## src/rtl/systolic_feed_scheduler_pkg.sv

```systemverilog
// rtl/systolic_feed_scheduler_pkg.sv - shared state type, drain length and lane-packing helpers
package systolic_pkg;

    typedef enum logic [1:0] {IDLE, FEED, DRAIN, DONE} feed_state_t;

    localparam int DEFAULT_MATRIX_SIZE = 2;
    localparam int DEFAULT_DATA_SIZE   = 32;
    localparam int DEFAULT_ADDR_W      = 8;

    // Read latency (1) + skew (n-1) + array propagation (2n-1).
    function automatic int drain_cycles(input int n);
        return 3 * n - 1;
    endfunction

    function automatic int lane_lsb(input int lane, input int width);
        return lane * width;
    endfunction

    function automatic int lane_bus_w(input int n, input int width);
        return n * width;
    endfunction

endpackage

```

## src/rtl/systolic_feed_scheduler_if.sv

```systemverilog
// rtl/systolic_feed_scheduler_if.sv - operand read bus and skewed array-edge feed bus
interface systolic_feed_scheduler_if
    import systolic_pkg::*;
#(
    parameter int MATRIX_SIZE = DEFAULT_MATRIX_SIZE,
    parameter int DATA_SIZE   = DEFAULT_DATA_SIZE,
    parameter int ADDR_W      = DEFAULT_ADDR_W
);
    localparam int BUS_W = lane_bus_w(MATRIX_SIZE, DATA_SIZE);

    logic                   rd_en;
    logic [ADDR_W-1:0]      rd_addr;
    logic [BUS_W-1:0]       rd_data_a;
    logic [BUS_W-1:0]       rd_data_b;
    logic [BUS_W-1:0]       feed_a;
    logic [BUS_W-1:0]       feed_b;
    logic [MATRIX_SIZE-1:0] feed_valid;
    logic                   pe_clear;

    modport master (
        output rd_en, rd_addr, feed_a, feed_b, feed_valid, pe_clear,
        input  rd_data_a, rd_data_b
    );

    modport slave (
        input  rd_en, rd_addr, feed_a, feed_b, feed_valid, pe_clear,
        output rd_data_a, rd_data_b
    );

endinterface

```

## src/rtl/systolic_feed_scheduler_skew_delay_line.sv

```systemverilog
// rtl/systolic_feed_scheduler_skew_delay_line.sv - DEPTH-stage data+valid delay; invalid data stored as zero
module skew_delay_line
    import systolic_pkg::*;
#(
    parameter int DEPTH     = 1,
    parameter int DATA_SIZE = DEFAULT_DATA_SIZE
) (
    input  logic                 clk,
    input  logic                 reset,
    input  logic                 hold,
    input  logic                 in_valid,
    input  logic [DATA_SIZE-1:0] in_data,
    output logic                 out_valid,
    output logic [DATA_SIZE-1:0] out_data
);
    logic [DEPTH-1:0]     vld_q;
    logic [DATA_SIZE-1:0] data_q [DEPTH];

    always_ff @(posedge clk or posedge reset) begin
        if (reset) begin
            vld_q <= '0;
            for (int s = 0; s < DEPTH; s++) begin
                data_q[s] <= '0;
            end
        end else if (!hold) begin
            vld_q[0]  <= in_valid;
            data_q[0] <= in_valid ? in_data : '0;
            for (int s = 1; s < DEPTH; s++) begin
                vld_q[s]  <= vld_q[s-1];
                data_q[s] <= data_q[s-1];
            end
        end
    end

    assign out_valid = vld_q[DEPTH-1];
    assign out_data  = data_q[DEPTH-1];

endmodule

```

## src/rtl/systolic_feed_scheduler.sv

```systemverilog
// rtl/systolic_feed_scheduler.sv - one systolic pass: row reads, diagonal skew, drain, done pulse
// Define FEED_STALL_EN to add a stall input that freezes FEED/DRAIN progress.
module systolic_feed_scheduler
    import systolic_pkg::*;
#(
    parameter int MATRIX_SIZE = DEFAULT_MATRIX_SIZE,
    parameter int DATA_SIZE   = DEFAULT_DATA_SIZE,
    parameter int ADDR_W      = DEFAULT_ADDR_W
) (
    input  logic clk,
    input  logic reset,
    input  logic start,
`ifdef FEED_STALL_EN
    input  logic stall,
`endif
    output logic busy,
    output logic done,
    systolic_feed_scheduler_if.master bus
);
    localparam int DRAIN_CYCLES = drain_cycles(MATRIX_SIZE);
    localparam int K_W          = $clog2(MATRIX_SIZE);
    localparam int D_W          = $clog2(DRAIN_CYCLES);
    localparam logic [K_W-1:0] K_LAST = K_W'(MATRIX_SIZE - 1);
    localparam logic [D_W-1:0] D_LAST = D_W'(DRAIN_CYCLES - 1);

    feed_state_t    state_q, state_d;
    logic [K_W-1:0] k_q, k_d;
    logic [D_W-1:0] drain_q, drain_d;
    logic           rd_vld_q;
    logic           stall_active;

`ifdef FEED_STALL_EN
    assign stall_active = stall && (state_q == FEED || state_q == DRAIN);
`else
    assign stall_active = 1'b0;
`endif

    always_ff @(posedge clk or posedge reset) begin
        if (reset) begin
            state_q  <= IDLE;
            k_q      <= '0;
            drain_q  <= '0;
            rd_vld_q <= 1'b0;
        end else begin
            state_q <= state_d;
            k_q     <= k_d;
            drain_q <= drain_d;
            // The read-valid tag freezes with the skew lines so the held memory word is captured on resume.
            if (!stall_active) begin
                rd_vld_q <= bus.rd_en;
            end
        end
    end

    always_comb begin
        state_d      = state_q;
        k_d          = k_q;
        drain_d      = drain_q;
        bus.rd_en    = 1'b0;
        bus.rd_addr  = '0;
        bus.pe_clear = 1'b0;
        busy         = 1'b0;
        done         = 1'b0;
        case (state_q)
            IDLE: begin
                if (start) begin
                    state_d = FEED;
                    k_d     = '0;
                end
            end
            FEED: begin
                busy = 1'b1;
                if (!stall_active) begin
                    bus.rd_en    = 1'b1;
                    bus.rd_addr  = ADDR_W'(k_q);
                    bus.pe_clear = (k_q == '0);
                    if (k_q == K_LAST) begin
                        state_d = DRAIN;
                        k_d     = '0;
                        drain_d = '0;
                    end else begin
                        k_d = k_q + 1'b1;
                    end
                end
            end
            DRAIN: begin
                busy = 1'b1;
                if (!stall_active) begin
                    if (drain_q == D_LAST) begin
                        state_d = DONE;
                        drain_d = '0;
                    end else begin
                        drain_d = drain_q + 1'b1;
                    end
                end
            end
            DONE: begin
                done    = 1'b1;
                state_d = IDLE;
                k_d     = '0;
                drain_d = '0;
            end
            default: begin
                state_d = IDLE;
            end
        endcase
    end

    logic                 lane_a_valid [MATRIX_SIZE];
    logic                 lane_b_valid [MATRIX_SIZE];
    logic [DATA_SIZE-1:0] lane_a_data  [MATRIX_SIZE];
    logic [DATA_SIZE-1:0] lane_b_data  [MATRIX_SIZE];

    // Lane i: one capture stage plus i skew stages.
    for (genvar i = 0; i < MATRIX_SIZE; i++) begin : g_lane
        skew_delay_line #(.DEPTH(i + 1), .DATA_SIZE(DATA_SIZE)) u_skew_a (
            .clk       (clk),
            .reset     (reset),
            .hold      (stall_active),
            .in_valid  (rd_vld_q),
            .in_data   (bus.rd_data_a[lane_lsb(i, DATA_SIZE) +: DATA_SIZE]),
            .out_valid (lane_a_valid[i]),
            .out_data  (lane_a_data[i])
        );
        skew_delay_line #(.DEPTH(i + 1), .DATA_SIZE(DATA_SIZE)) u_skew_b (
            .clk       (clk),
            .reset     (reset),
            .hold      (stall_active),
            .in_valid  (rd_vld_q),
            .in_data   (bus.rd_data_b[lane_lsb(i, DATA_SIZE) +: DATA_SIZE]),
            .out_valid (lane_b_valid[i]),
            .out_data  (lane_b_data[i])
        );
    end

    always_comb begin
        bus.feed_valid = '0;
        bus.feed_a     = '0;
        bus.feed_b     = '0;
        for (int i = 0; i < MATRIX_SIZE; i++) begin
            if (lane_a_valid[i] && lane_b_valid[i] && !stall_active) begin
                bus.feed_valid[i]                                = 1'b1;
                bus.feed_a[lane_lsb(i, DATA_SIZE) +: DATA_SIZE] = lane_a_data[i];
                bus.feed_b[lane_lsb(i, DATA_SIZE) +: DATA_SIZE] = lane_b_data[i];
            end
        end
    end

endmodule

```

## src/flat_wrapper.sv

```systemverilog
// flat-port wrapper written by rule: the top's interface ports become plain ports
module systolic_feed_scheduler_flat import systolic_pkg::*;
#(
    parameter int MATRIX_SIZE = DEFAULT_MATRIX_SIZE,
    parameter int DATA_SIZE   = DEFAULT_DATA_SIZE,
    parameter int ADDR_W      = DEFAULT_ADDR_W
)
  (clk, reset, start, busy, done, bus_rd_en, bus_rd_addr, bus_feed_a, bus_feed_b, bus_feed_valid, bus_pe_clear, bus_rd_data_a, bus_rd_data_b);
  systolic_feed_scheduler_if #(.MATRIX_SIZE(MATRIX_SIZE), .DATA_SIZE(DATA_SIZE), .ADDR_W(ADDR_W)) bus_i ();
  input  logic clk;
  input  logic reset;
  input  logic start;
  output logic busy;
  output logic done;
  output wire logic [$bits(bus_i.rd_en)-1:0] bus_rd_en;
  output wire logic [$bits(bus_i.rd_addr)-1:0] bus_rd_addr;
  output wire logic [$bits(bus_i.feed_a)-1:0] bus_feed_a;
  output wire logic [$bits(bus_i.feed_b)-1:0] bus_feed_b;
  output wire logic [$bits(bus_i.feed_valid)-1:0] bus_feed_valid;
  output wire logic [$bits(bus_i.pe_clear)-1:0] bus_pe_clear;
  input wire logic [$bits(bus_i.rd_data_a)-1:0] bus_rd_data_a;
  input wire logic [$bits(bus_i.rd_data_b)-1:0] bus_rd_data_b;
  assign bus_rd_en = bus_i.rd_en;
  assign bus_rd_addr = bus_i.rd_addr;
  assign bus_feed_a = bus_i.feed_a;
  assign bus_feed_b = bus_i.feed_b;
  assign bus_feed_valid = bus_i.feed_valid;
  assign bus_pe_clear = bus_i.pe_clear;
  assign bus_i.rd_data_a = bus_rd_data_a;
  assign bus_i.rd_data_b = bus_rd_data_b;
  systolic_feed_scheduler #(.MATRIX_SIZE(MATRIX_SIZE), .DATA_SIZE(DATA_SIZE), .ADDR_W(ADDR_W)) u_core (.clk(clk), .reset(reset), .start(start), .busy(busy), .done(done), .bus(bus_i));
endmodule
```

## config.mk

```make
export PLATFORM = sky130hd
export DESIGN_NAME = systolic_feed_scheduler_flat
export DESIGN_NICKNAME = d
export VERILOG_FILES = /design/src/rtl/systolic_feed_scheduler_pkg.sv /design/src/rtl/systolic_feed_scheduler_if.sv /design/src/rtl/systolic_feed_scheduler_skew_delay_line.sv /design/src/rtl/systolic_feed_scheduler.sv /design/src/flat_wrapper.sv
export SDC_FILE = /design/constraint.sdc
export NUM_CORES = 1
export LEC_CHECK = 0
export ABC_AREA = 1
export BUFFER_PORTS_ARGS = -buffer_cell sky130_fd_sc_hd__buf_2
export CELL_PAD_IN_SITES_DETAIL_PLACEMENT = 1
export CELL_PAD_IN_SITES_GLOBAL_PLACEMENT = 2
export CORE_MARGIN = 2
export CORE_UTILIZATION = 31
export DETAILED_ROUTE_END_ITERATION = 7
export GPL_TIMING_DRIVEN = 0
export PLACE_DENSITY = 0.9
export SKIP_CTS_REPAIR_TIMING = 1
export SLEW_MARGIN = 15
export SYNTH_ARGS = -nofsm -noshare
export SYNTH_HDL_FRONTEND = slang
export SYNTH_SLANG_ARGS = --single-unit
```

## constraint.sdc

```tcl
create_clock -name clk -period 10.86 [get_ports clk]
set_input_delay 0.543 -clock clk [delete_from_list [all_inputs] [get_ports clk]]
set_output_delay 0.543 -clock clk [all_outputs]
set_load 0.02 [all_outputs]
```

==> run metrics <==
top post-synthesis cells by area=dfrtp_1 (67%), nand2_1 (14%), inv_1 (13%), buf_4 (2.4%), buf_6 (1.9%); worst setup path class=flop to primary output; Worst EP arrival=1740 ps; Crit Path Max Fanout=5; Final Critical Period=2280 ps; final setup vio count=0; RSZ-0062 raised after global routing=no; most numerous cell in the Yosys netlist=nand2_1; Final Max Tran Viols=0; DR vias/cell=3.88; H-tree Lvls=1; pwr/cell area=247 mW/mm2; WL per Instance=13.3 um; drt initial violations=165; largest net degree at the start of global routing=107; root buf cell=clkbuf_16; top-level port count=273; initial antenna violation count=5; cell taking the most area after synthesis=dfrtp_1; Worst Path Required=10320 ps; worst hold path class=primary input to async pin; Distinct cells, synth=13; die height=160 um; Final period util=21.0%; DIE AREA=0.0256 mm2; total power=2.50 mW; remaining global-route overflow=0; Yosys reg bits=201; ys flop type=dfrtp_1; crit path from=u_core.state_q[1]$_DFFE_PP0P_; Hold Vio Cnt, Final=0; Clock Skews=14.2 ps; Worst-path clk slew=60 ps; Mapped Cells=803; Post-synth EDFFs=0; reg-to-reg slack, setup=9500 ps; Yosys top cell area share=66.5%; status=finished, final reports clean; Seq/Total Area, Yosys=66.5%; Total GRT Usage=15.2%; Rows=57; final wirelength=19100 um; worst skew pair latency=500 ps; setup TNS=0 ps; synth warn=0; antenna-violating nets left=0; fraction of layout cells with a size suffix above 1=30.6%; CTS tree=done; Syn Area/Cell=9.41 um2; Final HPWL DP=14300 um; crit path launch type=flop; Rel. slew slack=51.6%; DIE WIDTH=160 um; Slew @ Worst Pin=727 ps; Leak Pwr=7.41 nW; Core ar.=0.0241 mm2; Reg-to-Reg End=u_core.drain_q[0]$_DFFE_PP0P_; max-cap viol count=0; Synth top cells by count=nand2_1 (276), inv_1 (271), dfrtp_1 (201), buf_4 (24), buf_6 (13); Vias=5596; DRC=0; Crit. End Element=primary output; port bufs=265; Final GP Congestion=0.802; reg2reg path depth=7; clk buf depth=3; Post-Syn Area=0.00756 mm2; Starting Density=31.4%; Final nets=1238; clk sinks=201; vias in the first global route=5942; worst r2r src=u_core.state_q[1]$_DFFE_PP0P_; Max VDD drop=0.000106 V; max frequency=438 MHz; drt first pass iters=4; first-pass GRT wire length=30700 um; P&R area growth vs syn=34.0%; Num CTS Buffers=23; asr flop ratio synth=100%; final hold slack=187 ps
## routing by layer
| metal | vias up | GRT usage, % | wire (um) |
|---|---|---|---|
| met1 | 2662 | 17.9 | 7590 |
| met4 | 2 | 5.90 | 612 |
| met3 | 40 | 3.43 | 1150 |
| met5 | - | 0 | 11 |
| met2 | 163 | 26.8 | 9750 |
| li1 | 2729 | - | - |
## area by class of cell
cell class | instances | area, um2
antenna | 4 | 10.0
tap | 324 | 405
timing repair buffer | 266 | 1350
fill | 2908 | 14000
buffer | 37 | 327
multi-input combinational | 300 | 1210
clock buffer | 31 | 646
sequential | 201 | 5030
inverter | 271 | 1020
clock inverter | 8 | 123
## critical path, cell delays in order (launching register included)
cell and delay (ps):
dfrtp_1 410, inv_1 110, ha_1 280, inv_1 60, nor2_1 170, buf_2 200
## kinds of logic (layout without fill, tap and decap cells)
family	after synthesis	in the layout	synth area share, %
buffers and inverters	308	613	17.8
and+or+nand+nor	284	284	14.3
DFF	201	201	66.5
adders and majority gates	7	7	1.16
AOI/OAI and AO/OA	2	2	0.182
other	1	11	0.0496
## how the worst max path moves through the flow
stage,end,slack [ps],cells after the start
finish,bus_pe_clear,8580,5
global route,bus_pe_clear,8420,5
CTS,bus_pe_clear,8530,5
detailed placement,bus_pe_clear,9090,5
global placement,u_core.g_lane[0].u_skew_b.out_data[28]$_DFF_PP0_,2600,2
floorplan,u_core.drain_q[0]$_DFFE_PP0P_,4830,1
## power by group
part	switching, mW	total [mW]	internal [mW]
combinational	0.461	0.703	0.242
clock	0.292	0.778	0.486
sequential	0.0650	1.02	0.951
total	0.818	2.50	1.68
## sequential cells by signal (all words and copies together), names as in the netlist
signal	count
u_core.drain_q	3
u_core.state_q	2
u_core.rd_vld_q	1
u_core.g_lane.u_skew_b.data_q	32
u_core.g_lane.u_skew_a.data_q	32
u_core.g_lane.u_skew_a.vld_q	2
u_core.g_lane.u_skew_a.out_data	64
u_core.g_lane.u_skew_b.out_data	64
u_core.k_q	1
## cells in the final DEF, fill, tap and decap left out, types with 3 or more instances in the layout
cell type and instances:
clkbuf_8 4, clkbuf_16 23, diode_2 4, nand2_1 276, nand3_1 3, dfrtp_1 201
clkinv_2 3, nand4_1 3, buf_4 24, buf_2 265, ha_1 7, inv_1 270
conb_1 7, clkbuf_1 4, bufinv_16 3, buf_6 13
## metrics by stage
step                instances  utilization (%)  setup slack (ps)  area, um2
CTS                      1438             42.0              8530      10100
floorplan                 809                -              4830       7580
global placement         1398             38.6              2600       9310
finish                   1442             42.0              8580      10100
global route             1442             42.0              8420      10100
detailed placement       1399             38.8              9090       9350
Power figures use the tool's default switching activity.
